<file path="config.mk">
export PLATFORM = sky130hd
export DESIGN_NAME = mac_ifmaps_multirow_fifo
export DESIGN_NICKNAME = d
export VERILOG_FILES = /design/src/rtl/mac_ifmaps_multirow_fifo.sv
export SDC_FILE = /design/constraint.sdc
export NUM_CORES = 1
export LEC_CHECK = 0
export CAP_MARGIN = 20
export CORE_ASPECT_RATIO = 1.75
export CORE_UTILIZATION = 45
export CTS_CLUSTER_SIZE = 10
export DETAILED_ROUTE_END_ITERATION = 10
export DONT_BUFFER_PORTS = 1
export PLACE_DENSITY = 0.7
export SETUP_SLACK_MARGIN = 0.3
export SLEW_MARGIN = 30
export SYNTH_ARGS = -nofsm -noshare
export SYNTH_HDL_FRONTEND = slang
export SYNTH_SLANG_ARGS = --single-unit
</file>
<file path="constraint.sdc">
create_clock -name clk -period 3.2 [get_ports clk]
set_input_delay 0.64 -clock clk [delete_from_list [all_inputs] [get_ports clk]]
set_output_delay 0.64 -clock clk [all_outputs]
set_load 0.005 [all_outputs]
</file>
<file path="src/rtl/mac_ifmaps_multirow_fifo.sv">
// Multi-row ifmaps FIFO: NUM_ROWS x DATA_WIDTH lanes per entry, with occupancy and almost-full status; optional sticky error flags under MAC_IFMAPS_FIFO_ERR_FLAGS_EN.
// Latency: a write is readable one edge later; read data and its valid pulse are registered, so they appear one edge after fifo_read.
// Backpressure: a write while full is dropped unless a read is accepted on the same edge; a read while empty is dropped.
module mac_ifmaps_multirow_fifo #(
    parameter int DATA_WIDTH         = 1,
    parameter int NUM_ROWS           = 5,
    parameter int DEPTH              = 4,
    parameter int ALMOST_FULL_THRESH = DEPTH - 1,
    parameter int CNT_W              = $clog2(DEPTH + 1)
) (
    input  logic                           clk,
    input  logic                           rst_n,
    input  logic [NUM_ROWS*DATA_WIDTH-1:0] ifmaps_fifo_in,
    input  logic                           ifmaps_input_valid,
    input  logic                           fifo_read,
    output logic [NUM_ROWS*DATA_WIDTH-1:0] ifmaps_fifo_out,
    output logic                           ifmaps_output_valid,
    output logic                           fifo_full,
    output logic                           fifo_empty,
    output logic                           fifo_almost_full,
    output logic [CNT_W-1:0]               fifo_count,
    output logic                           fifo_overflow,
    output logic                           fifo_underflow
);

    localparam int W     = NUM_ROWS * DATA_WIDTH;
    localparam int PTR_W = $clog2(DEPTH);

    localparam logic [CNT_W-1:0] FULL_CNT = CNT_W'(DEPTH);
    localparam logic [CNT_W-1:0] AF_CNT   = CNT_W'(ALMOST_FULL_THRESH);
    localparam logic [PTR_W-1:0] LAST_PTR = PTR_W'(DEPTH - 1);

    logic [W-1:0]     mem [DEPTH];
    logic [PTR_W-1:0] wr_ptr;
    logic [PTR_W-1:0] rd_ptr;
    logic [CNT_W-1:0] count;
    logic             rd_acc;
    logic             wr_acc;

    // Explicit wrap keeps non-power-of-two depths legal.
    function automatic logic [PTR_W-1:0] next_ptr(input logic [PTR_W-1:0] p);
        return (p == LAST_PTR) ? '0 : p + 1'b1;
    endfunction

    assign fifo_full        = (count == FULL_CNT);
    assign fifo_empty       = (count == '0);
    assign fifo_almost_full = (count >= AF_CNT);
    assign fifo_count       = count;

    // No bypass: a read against an empty FIFO is rejected even if a write lands on the same edge.
    assign rd_acc = fifo_read & ~fifo_empty;
    assign wr_acc = ifmaps_input_valid & (~fifo_full | rd_acc);

    always_ff @(posedge clk) begin
        if (rst_n && wr_acc) begin
            mem[wr_ptr] <= ifmaps_fifo_in;
        end
    end

    always_ff @(posedge clk) begin
        if (!rst_n) begin
            wr_ptr              <= '0;
            rd_ptr              <= '0;
            count               <= '0;
            ifmaps_fifo_out     <= '0;
            ifmaps_output_valid <= 1'b0;
        end else begin
            if (wr_acc) begin
                wr_ptr <= next_ptr(wr_ptr);
            end
            if (rd_acc) begin
                rd_ptr          <= next_ptr(rd_ptr);
                ifmaps_fifo_out <= mem[rd_ptr];
            end
            ifmaps_output_valid <= rd_acc;
            case ({wr_acc, rd_acc})
                2'b10:   count <= count + 1'b1;
                2'b01:   count <= count - 1'b1;
                default: count <= count;
            endcase
        end
    end

`ifdef MAC_IFMAPS_FIFO_ERR_FLAGS_EN
    logic overflow_q;
    logic underflow_q;

    always_ff @(posedge clk) begin
        if (!rst_n) begin
            overflow_q  <= 1'b0;
            underflow_q <= 1'b0;
        end else begin
            if (ifmaps_input_valid & ~wr_acc) begin
                overflow_q <= 1'b1;
            end
            if (fifo_read & fifo_empty) begin
                underflow_q <= 1'b1;
            end
        end
    end

    assign fifo_overflow  = overflow_q;
    assign fifo_underflow = underflow_q;
`else
    assign fifo_overflow  = 1'b0;
    assign fifo_underflow = 1'b0;
`endif

endmodule

</file>
Yosys cells after proc, flatten, opt, wreduce, memory -nomap -nowiden. Memories as Yosys holds them, arrays and structs flattened. A register that Yosys moved wholly into a read port is not among the register bits. Cells that the tools add are included.

$add $sub $neg: 4. Multipliers: 0. Divide/modulo/power cells: 0. Order comparisons: 1. Equality and inequality tests: 5. Shift operators: 0. Multiplexer cells: 5. Bitwise gates (word level): 5. Reductions and logical operators: 4.

Operator list (number): 2-bit equality test (second input constant) (3); 3-bit case mux with 2 select lines (1); 2-bit by 1-bit adder with 2-bit output (second input constant) (2); 2-bit two-way mux (2); 3-bit by 1-bit adder with 3-bit output (second input constant) (1); 3-bit equality test (second input constant) (1); 3-bit by 2-bit >= comparator with 1-bit output (second input constant) (1); 3-bit logical NOT (1); 3-bit by 1-bit subtractor with 3-bit output (second input constant) (1); 1-bit bitwise AND (2); 2-bit by 1-bit equality test with 1-bit output (second input constant) (1); 1-bit two-way mux (2); 1-bit inverter (2); 2-bit nonzero test (1); 1-bit logical AND (1); 1-bit logical NOT (1); 1-bit OR (1).

Register bits: 8. Bits in latches: 0. Memory bits (writable): 20. ROM bits: 0. Bits of input ports: 9. Output and inout port bits: 14. Logic and storage cells: 29. Memories: 1.

Memory list: mem (words 4, width 5, read ports 1, clocked after memory_dff 1, write ports 1, line 33) `logic [W-1:0] mem [DEPTH];`.

Longest topological paths before layout. Gate-level depths: netlist (run 1).

Depth after elaboration: 8. Gate-level depth with buffers: 7. Gate-level depth less buffers: 6.

Worst setup path before layout (run 1). Ideal clock, no wire load.

Path type: in2reg. Start: input fifo_read. End: register count[2], in the netlist fifo_count[2]. Setup time: 0.127 ns. Arrival: 2.139 ns. Data required time: 3.073 ns. Setup slack: 0.934 ns. Stages on the path: 7. Path buffers: 1. Cells stage by stage: buf_6 -> o31a_1 -> nand2_1 -> fa_1 -> and3b_2 -> a2111oi_2 -> nor3b_2.

Longest elaborated chain between the ends: 5. Elaborated cells on any way between the ends: 7.

Ends and longest elaborated chain: start, declared (line 15) `input logic fifo_read,`; 1-bit bitwise AND (*) (line 51) `assign rd_acc = fifo_read & ~fifo_empty;`; 1-bit OR (line 52) `assign wr_acc = ifmaps_input_valid & (~fifo_full | rd_acc);`; 1-bit bitwise AND (line 52); 2-bit by 1-bit equality test with 1-bit output / 2-bit equality test (equally long branches) (line 76) `case ({wr_acc, rd_acc})`; 3-bit case mux with 2 select lines / 2-bit nonzero test (equally long branches); end signal, assigned (line 77) `2'b10: count <= count + 1'b1;`; end signal, assigned (line 78) `2'b01: count <= count - 1'b1;`; end signal, assigned (line 79) `default: count <= count;`; end, declared (line 36) `logic [CNT_W-1:0] count;`.

Every way passes the cells marked *; elsewhere a longest branch is shown, timed or not. A chain may end at the register's enable or synchronous reset.

Final worst setup path (run 1).
Start: register count[1], in the netlist fifo_count[1]. End: register count[2], in the netlist fifo_count[2].

Longest elaborated chain between the ends: 7. Elaborated cells on any way between the ends: 13.

Ends and longest elaborated chain: 3-bit logical NOT (line 46) `assign fifo_empty = (count == '0);`; 1-bit inverter (line 51); 1-bit bitwise AND (line 51); 1-bit OR (line 52); 1-bit bitwise AND (line 52); 2-bit by 1-bit equality test with 1-bit output / 2-bit equality test (equally long branches) (line 76); 3-bit case mux with 2 select lines / 2-bit nonzero test (equally long branches).

Several ways; a longest one is shown, not always the timed one.

==> results of run 1 <==
[worst min path at each step]
stage / end / startpoint / depth (start not counted) / slack (ns)
after CTS: mem[3][0] / ifmaps_fifo_in[0] / 0 / 0.44
after global routing: mem[3][0] / ifmaps_fifo_in[0] / 0 / 0.44
after global placement: ifmaps_fifo_out[3] / ifmaps_fifo_out[3] / 2 / 0.47
after floorplan: ifmaps_fifo_out[0] / ifmaps_fifo_out[0] / 2 / 0.45
final: mem[3][3] / ifmaps_fifo_in[3] / 0 / 0.45
after detailed placement: ifmaps_fifo_out[0] / ifmaps_fifo_out[0] / 2 / 0.47
[layout make-up]
cell class | instances | area share [%]
tap | 43 | 3.30
multi-input combinational | 72 | 35.8
clock inverter | 2 | 2.07
sequential | 33 | 52.8
clock buffer | 6 | 4.45
inverter | 7 | 1.61
[power breakdown]
group | internal (uW) | switching, uW | total, uW | leakage, uW
sequential | 488 | 62.7 | 551 | 0.000288
clock | 230 | 144 | 373 | 0.0000528
combinational | 87.3 | 90.8 | 178 | 0.000228
[per-layer routing]
metal	up-vias	GRT usage (%)	share of wire, %
met3	7	4.30	3.7
li1	426	-	-
met4	0	9.71	3.1
met2	24	30.3	56
met1	440	15.6	37
met5	-	0	0
[worst max-delay path: cells and delay by family, from the launching register on]
family / cells / cell delay [ns]
AOI/OAI and AO/OA: 2 / 0.73
DFF: 1 / 0.61
and+or+nand+nor: 3 / 0.43
adders and majority gates: 1 / 0.43
[cell usage in the layout, fill, tap and decap left out, drive strengths merged, types with 3 or more instances in the layout]
| cell | synthesis | routed |
|---|---|---|
| ha | 5 | 5 |
| edfxtp | 20 | 20 |
| mux4 | 5 | 5 |
| nor2 | 4 | 4 |
| o21ai | 3 | 3 |
| nand2 | 14 | 14 |
| dfxtp | 13 | 13 |
| a21oi | 10 | 10 |
| and3 | 5 | 5 |
| inv | 7 | 7 |
| clkbuf | 1 | 6 |
[per-stage QoR]
step / worst slack, ns / util [%] / hold WS [ns] / power (uW) / area [sq um]
final: 0.881 / 50.8 / 0.447 / 1100 / 1630
after global placement: 0.953 / 47.5 / 0.469 / 730 / 1520
after global routing: 0.693 / 50.8 / 0.435 / 1160 / 1630
after CTS: 0.878 / 50.8 / 0.439 / 1120 / 1630
after detailed placement: 0.890 / 47.5 / 0.473 / 740 / 1520
after floorplan: 0.934 / - / 0.453 / 723 / 1550
[sequential cells by signal (all words and copies together) (netlist names)]
register,flops
mem,20
rd_ptr,2
ifmaps_output_valid,1
fifo_count,3
wr_ptr,2
ifmaps_fifo_out,5
[cells by family after synthesis]
family                     count (synthesis)  share of synthesized area [%]
other                                      1                          0.243
adders and majority gates                  6                           5.35
DFF                                       33                           55.8
muxes                                      5                           7.30
buffers and inverters                     16                           6.65
xor gates and xnor gates                   2                           1.14
and+or+nand+nor                           36                           13.8
AOI/OAI and AO/OA                         21                           9.73
==> results.sh, run 1 <==
export IMPL_hpwl_microns=1940
export IMPL_ctsResizeCount=0
export IMPL_rsz0062_at_grt="false"
export IMPL_drtIter0Drc=24
export IMPL_p_leak_uw=0.000568
export IMPL_ys_seq_elements=33
export IMPL_finalHoldViolations=0
export IMPL_diodes=0
export IMPL_ios=23
export IMPL_seqCellArea_sq_um=861
export IMPL_synth_top_cell_area_share_pct=38.9
export IMPL_synth_most_common_cell="edfxtp_1"
export IMPL_maxCapViolations=0
export IMPL_portBuffers=0
export IMPL_fmax_mhz=431
export IMPL_num_vias=897
export IMPL_clk_pin_slew_ns=0.06
export IMPL_netlist_area_sq_mm=0.00154
export IMPL_end_kind="register"
export IMPL_reg2regPathDepth=6
export IMPL_async_reset_ff_share_pct=0
export IMPL_hold_buffers=0
export IMPL_setup_viol=0
export IMPL_wire_per_inst_microns=16.1
export IMPL_ant_nets=0
export IMPL_clock_sinks=33
export IMPL_yosysSeqAreaShare_pct=55.8
export IMPL_worstPathRequired_ns=3.36
export IMPL_die_area_sq_mm=0.00368
export IMPL_syn_inst=120
export IMPL_htreeDepth=2
export IMPL_reg2reg_to="fifo_count[2]"
export IMPL_overflow=0
export IMPL_finalNonFillerCells=163
export IMPL_finalCritPeriodShare_pct=72.5
export IMPL_fin_crit_ns=2.32
export IMPL_layout_drive_gt1_share_pct=15.0
export IMPL_crit_slowest_cell="dfxtp_1"
export IMPL_ir_drop_uv=483
export IMPL_first_pass_iters=4
export IMPL_num_rows=27
export IMPL_ys_types=39
export IMPL_ys_flop_type="edfxtp_1"
export IMPL_dp_cells=155
export IMPL_finalMaxSlewViolations=0
export IMPL_synth_warnings=0
export IMPL_wl_microns=2620
export IMPL_synth_largest_area_cell="edfxtp_1"
export IMPL_setup_tns_ns=0
export IMPL_startpoint="fifo_count[1]"
export IMPL_multiInputGateArea_sq_um=583
export IMPL_grt_pass1_vias=934
export IMPL_nets=134
export IMPL_coreArea_sq_mm=0.00321
export IMPL_clkLatencyLatePin_ns=0.28
export IMPL_rr_startpoint="fifo_count[1]"
export IMPL_cp_slowest_stage_delay_ns=0.61
export IMPL_path_cells="o31a_1 -> nand2_1 -> fa_1 -> and3b_2 -> a2111oi_2 -> nor3b_2"
export IMPL_hold_path_class="primary input to register"
export IMPL_powerDensity_mw_per_mm2=676
export IMPL_nFillCells=286
export IMPL_start_kind="register"
export IMPL_crit_type="register to register"
export IMPL_cts_tree="built"
export IMPL_synth_area_top_cells="edfxtp_1, dfxtp_1, mux4_2"
export IMPL_avgSynthCellArea_sq_um=12.9
export IMPL_initial_core_util_pct=48.1
export IMPL_cp_endpoint="fifo_count[2]"
export IMPL_die_y_microns=79.5
export IMPL_r2r_slack_ns=0.88
export IMPL_via_per_inst=5.50
export IMPL_place_congestion=0.735
export IMPL_status="finished, final reports clean"
export IMPL_grt_max_degree=14
export IMPL_post_cts_setup_buffer_count=0
export IMPL_skew_ns=0.00273
export IMPL_ctsRootBufferMaster="clkbuf_8"
export IMPL_arrival_ns=2.48
export IMPL_antenna_found_initial=0
export IMPL_die_w_microns=46.3
export IMPL_grt_pass1_wl_microns=4170
export IMPL_cts_buffer_depth=2
export IMPL_synth_edf_count=20
export IMPL_worstPathMaxFanout=11
export IMPL_synthTopCellsByCount="edfxtp_1, nand2_1, dfxtp_1"
export IMPL_grt_total_usage_pct=16.8
export IMPL_cts_made_buffers=5
export IMPL_drc=0
export IMPL_area_growth_pct=5.68
(Power assumes the default switching activity.)
==> run 2: changes to the inputs <==
ABC_AREA = 1   (was default)
clock period = 2.39 ns   (was 3.2 ns; I/O delays follow)
==> results.sh, run 2 <==
export IMPL_netlist_area_sq_mm=0.00145
export IMPL_clk_pin_slew_ns=0.07
export IMPL_crit_top_cell="inv_1"
export IMPL_die_w_microns=45.0
export IMPL_fin_crit_ns=1.72
export IMPL_crit_slowest_cell="fa_1"
export IMPL_ys_flop_type="edfxtp_1"
export IMPL_r2r_slack_ns=0.67
export IMPL_skew_ns=0.00504
export IMPL_crit_type="register to register"
export IMPL_via_per_inst=5.21
export IMPL_area_growth_pct=8.43
export IMPL_setup_viol=0
export IMPL_antenna_found_initial=0
export IMPL_htreeDepth=2
export IMPL_syn_inst=142
export IMPL_cts_tree="built"
export IMPL_grt_pass1_wl_microns=4180
export IMPL_grt_pass1_vias=965
export IMPL_finalCritPeriodShare_pct=71.8
export IMPL_finalMaxSlewViolations=0
export IMPL_synthTopCellsByCount="nor2_1, edfxtp_1, o21ai_0"
export IMPL_rsz0062_at_grt="false"
export IMPL_p_leak_uw=0.000613
export IMPL_crit_buf_inv=2
export IMPL_synth_largest_area_cell="edfxtp_1"
export IMPL_overflow=0
export IMPL_synth_area_top_cells="edfxtp_1, dfxtp_1, nor2_1"
export IMPL_ctsRootBufferMaster="clkbuf_8"
export IMPL_die_area_sq_mm=0.00347
export IMPL_ant_nets=0
export IMPL_met2_usage_pct=30.6
export IMPL_maxCapViolations=0
export IMPL_wl_microns=2600
export IMPL_num_rows=27
export IMPL_synth_most_common_cell="nor2_1"
export IMPL_cts_made_buffers=5
export IMPL_worstPathMaxFanout=4
export IMPL_total_power_uw=1510
export IMPL_min_from="ifmaps_fifo_in[3]"
export IMPL_worstPathRequired_ns=2.56
export IMPL_ctsResizeCount=0
export IMPL_ir_drop_uv=560
export IMPL_powerDensity_mw_per_mm2=961
export IMPL_grt_max_degree=14
export IMPL_nets=159
export IMPL_cp_slowest_stage_delay_ns=0.40
export IMPL_wire_per_inst_microns=13.8
export IMPL_rr_startpoint="fifo_count[2]"
export IMPL_die_y_microns=77.2
export IMPL_end_kind="register"
export IMPL_fmax_mhz=583
export IMPL_coreArea_sq_mm=0.00311
export IMPL_status="finished, final reports clean"
export IMPL_synth_warnings=0
export IMPL_async_reset_ff_share_pct=0
export IMPL_yosysSeqAreaShare_pct=59.2
export IMPL_met1_usage_pct=15.2
export IMPL_clock_sinks=33
export IMPL_avgSynthCellArea_sq_um=10.2
export IMPL_synth_top_cell_area_share_pct=41.3
export IMPL_regMostFlops="mem"
export IMPL_ios=23
export IMPL_post_cts_setup_buffer_count=0
export IMPL_hold_buffers=0
export IMPL_layout_drive_gt1_share_pct=11.0
export IMPL_initial_core_util_pct=46.8
export IMPL_grt_total_usage_pct=17.0
export IMPL_hold_path_class="primary input to register"
export IMPL_largest_reg_flops=20
export IMPL_startpoint="fifo_count[2]"
export IMPL_layout_commonest_cell="nor2_1"
export IMPL_path_cells="inv_1 -> nand2_4 -> nand3_2 -> fa_1 -> inv_1 -> nand4_1 -> a21oi_1 -> nor2_1"
export IMPL_drtIter0Drc=46
export IMPL_finalHoldViolations=0
export IMPL_grt_use_met3_pct=7.29
export IMPL_first_pass_iters=5
export IMPL_synth_edf_count=20
export IMPL_hpwl_microns=1950
export IMPL_start_kind="register"
export IMPL_grt_busiest_layer="met2"
export IMPL_ys_seq_elements=33
export IMPL_clkLatencyLatePin_ns=0.28
export IMPL_ys_types=25
export IMPL_cp_top_family="simple AND/OR/NAND/NOR gates"
export IMPL_setup_tns_ns=0
export IMPL_mostFrequentLayoutCells="nor2_1, edfxtp_1, o21ai_0"
export IMPL_diodes=0
export IMPL_portBuffers=0
export IMPL_cts_buffer_depth=2
export IMPL_num_vias=979
export IMPL_place_congestion=0.860
export IMPL_drc=0
export IMPL_hold_slack_ns=0.294
export IMPL_arrival_ns=1.89
run 2: cell types whose count changed after synthesis, moves of 11 or more:
cell     delta
nor2_1     +25
nand2_1    -11
inv_1      +11
o21ai_0    +15
run 2: power by group:
group	internal [uW]	leakage [uW]	switching, uW	total (uW)
combinational	104	0.000271	190	294
sequential	665	0.000289	61.4	727
clock	307	0.0000528	186	493
run 2: layer usage:
metal  routed length, microns  vias to the layer above
li1                         -                      475
met1                      923                      472
met2                     1520                       30
met3                      141                        2
met4                       20                        0
met5                        0                        -
run 2: final cells by class:
| class | instances | area, sq um |
|---|---|---|
| Multi-Input combinational cell | 86 | 488 |
| Tap cell | 43 | 53.8 |
| Sequential cell | 33 | 861 |
| Clock buffer | 6 | 72.6 |
| Clock inverter | 2 | 33.8 |
| Inverter | 18 | 67.6 |
| Fill cell | 298 | 1530 |
run 2: stage by stage:
step / utilization [%] / instance area (sq um) / setup slack, ns / instances
floorplan: - / 1460 / 0.920 / 143
global placement: 47.3 / 1470 / 0.823 / 180
detailed placement: 47.3 / 1470 / 0.722 / 180
CTS: 50.7 / 1580 / 0.699 / 188
global route: 50.7 / 1580 / 0.542 / 188
finish: 50.7 / 1580 / 0.674 / 188
run 2: worst register-to-register path: stages, from the launching register on:
cell and delay [ns]:
dfxtp_1 0.39, inv_1 0.13, nand2_4 0.12, nand3_2 0.12, fa_1 0.40, inv_1 0.06, nand4_1 0.13, a21oi_1 0.19
nor2_1 0.07
run 2: worst paths after layout:
kind / endpoint / depth (start not counted)
min: mem[0][3] / 0
min reg2reg: wr_ptr[1] / 2
max: fifo_count[2] / 8
max reg2reg: fifo_count[2] / 8
run 2: cell families after synthesis:
| family | after synthesis | share of synthesized area (%) |
|---|---|---|
| simple gates | 45 | 15.1 |
| compound gates | 33 | 12.2 |
| flops | 33 | 59.2 |
| buf+inv | 24 | 7.49 |
| fa+ha+maj | 6 | 5.68 |
| other cells | 1 | 0.258 |
==> run 3: changes to the inputs <==
ABC_AREA = 0   (was 1)
PLACE_DENSITY = 0.72   (was 0.7)
clock period = 1.53 ns   (was 2.39 ns; I/O delays follow)
==> results.sh, run 3 (synthesized netlist as in run 1, its figures left out) <==
export IMPL_crit_type="register to register"
export IMPL_crit_slowest_cell="fa_2"
export IMPL_finalWorstSetupSlack_ns=-0.154
export IMPL_ant_nets=0
export IMPL_clk_pin_slew_ns=0.06
export IMPL_cts_tree="built"
export IMPL_fin_crit_ns=1.68
export IMPL_grt_max_degree=14
export IMPL_finalCritPeriodShare_pct=110
export IMPL_nets=156
export IMPL_grt_pass1_wl_microns=4820
export IMPL_p_switching_uw=754
export IMPL_skew_ns=0.00620
export IMPL_worstPathMaxFanout=4
export IMPL_maxCapViolations=0
export IMPL_ctsRootBufferMaster="clkbuf_8"
export IMPL_p_leak_uw=0.000711
export IMPL_end_kind="register"
export IMPL_antenna_found_initial=0
export IMPL_switching_share_pct=28.5
export IMPL_ir_drop_uv=886
export IMPL_finalHoldViolations=0
export IMPL_hold_path_class="primary input to register"
export IMPL_layout_commonest_cell="edfxtp_1"
export IMPL_num_vias=1018
export IMPL_hpwl_microns=1980
export IMPL_via_per_inst=5.50
export IMPL_mostFrequentLayoutCells="edfxtp_1, nand2_1, a21oi_1, buf_4, dfxtp_1"
export IMPL_utilization_pct=61.5
export IMPL_p_seq_share_pct=41.8
export IMPL_fmax_mhz=594
export IMPL_drtIter0Drc=16
export IMPL_die_area_sq_mm=0.00368
export IMPL_cts_made_buffers=5
export IMPL_cts_buffer_depth=2
export IMPL_largest_reg_flops=20
export IMPL_finalMaxSlewViolations=0
export IMPL_comb_power_share_pct=35.7
export IMPL_violations="setup timing"
export IMPL_p_clk_share_pct=22.5
export IMPL_clkLatencyLatePin_ns=0.28
export IMPL_clock_sinks=33
export IMPL_powerDensity_mw_per_mm2=1340
export IMPL_path_cells="o31a_1 -> nand2_1 -> fa_2 -> and3b_2 -> a2111oi_4 -> nor3b_2"
export IMPL_die_w_microns=46.3
export IMPL_wire_per_inst_microns=17.0
export IMPL_place_congestion=0.676
export IMPL_internal_power_uw=1890
export IMPL_die_y_microns=79.5
export IMPL_hold_slack_ns=0.115
export IMPL_htreeDepth=2
export IMPL_status="finished with violations"
export IMPL_setup_viol=22
export IMPL_rsz0062_at_grt="true"
export IMPL_area_growth_pct=28.0
export IMPL_ios=23
export IMPL_setup_tns_ns=-0.941
export IMPL_num_rows=27
export IMPL_grt_total_usage_pct=19.6
export IMPL_hold_buffers=0
export IMPL_coreArea_sq_mm=0.00321
export IMPL_worstPathRequired_ns=1.69
export IMPL_layout_drive_gt1_share_pct=45.1
export IMPL_start_kind="register"
export IMPL_regMostFlops="mem"
export IMPL_portBuffers=0
export IMPL_arrival_ns=1.84
export IMPL_overflow=0
export IMPL_cp_slowest_stage_delay_ns=0.38
export IMPL_first_pass_iters=2
export IMPL_grt_pass1_vias=1055
export IMPL_initial_core_util_pct=48.1
export IMPL_wl_microns=3150
export IMPL_dp_slack_ns=-0.214
export IMPL_drc=0
export IMPL_diodes=0
-- run 3: cell types whose count changed in the layout (fill, tap and decap cells not counted), sizes merged, moves of 5 or more --
cell,previous run,this run
o21ai,21,3
o22ai,5,0
inv,18,7
nand2,8,14
buf,0,21
mux4,0,5
and3,0,5
nor2,30,4
-- run 3: worst paths after layout --
path                             end          startpoint  cells past startpoint  slack, ns
setup / recovery       fifo_count[2]       fifo_count[0]                      6      -0.15
hold / removal             mem[0][0]   ifmaps_fifo_in[0]                      0       0.11
setup reg to reg       fifo_count[2]       fifo_count[0]                      6      -0.15
hold reg to reg   ifmaps_fifo_out[1]  ifmaps_fifo_out[1]                      2       0.49
-- run 3: worst max-delay path: cells and delay by family (launching register included) --
kind	cells	cell delay, ns
AO/OA/AOI/OAI	2	0.45
adder cells (fa/ha/maj)	1	0.38
flip-flops	1	0.35
AND/OR/NAND/NOR	3	0.39
-- run 3: layer usage --
| metal | track usage (%) | part of all wire [%] | wire [microns] | vias up |
|---|---|---|---|---|
| met5 | 0 | 0 | 0 | - |
| li1 | - | - | - | 473 |
| met2 | 36.3 | 61 | 1920 | 22 |
| met1 | 17.3 | 34 | 1060 | 517 |
| met4 | 7.06 | 1.5 | 48 | 0 |
| met3 | 8.14 | 4.0 | 127 | 6 |
-- run 3: what timing repair did --
item | in CTS | in global routing
buffers inserted | 5 | 4
endpoints found under the hold margin | 0 | 0
gates resized for setup | 15 | 14
cloned | 3 | 0
pin swaps | 19 | 10
setup endpoints to repair | 34 | 36
-- run 3: area by class of cell --
type	count	area, sq um
Inverter	7	28.8
Clock inverter	2	10.0
Clock buffer	6	72.6
Fill cell	246	1230
Sequential cell	33	868
Tap cell	43	53.8
Multi-Input combinational cell	72	673
Timing Repair Buffer	22	268
-- run 3: per-stage QoR --
step / total power (uW) / std cells / instance area [sq um]
3_3_place_gp: 1660 / 165 / 1650
5_1_grt: 2790 / 185 / 1970
3_5_place_dp: 1680 / 165 / 1650
2_1_floorplan: 1570 / 121 / 1610
6_report: 2650 / 185 / 1970
4_1_cts: 2560 / 181 / 1910
-- run 3: power groups by stage --
| stage | sequential, uW | clock [uW] | combinational [uW] |
|---|---|---|---|
| floorplan | 1090 | 0 | 483 |
| global placement | 1110 | 0 | 545 |
| detailed placement | 1120 | 0 | 564 |
| CTS | 1100 | 614 | 845 |
| global route | 1120 | 665 | 1010 |
| finish | 1110 | 595 | 946 |
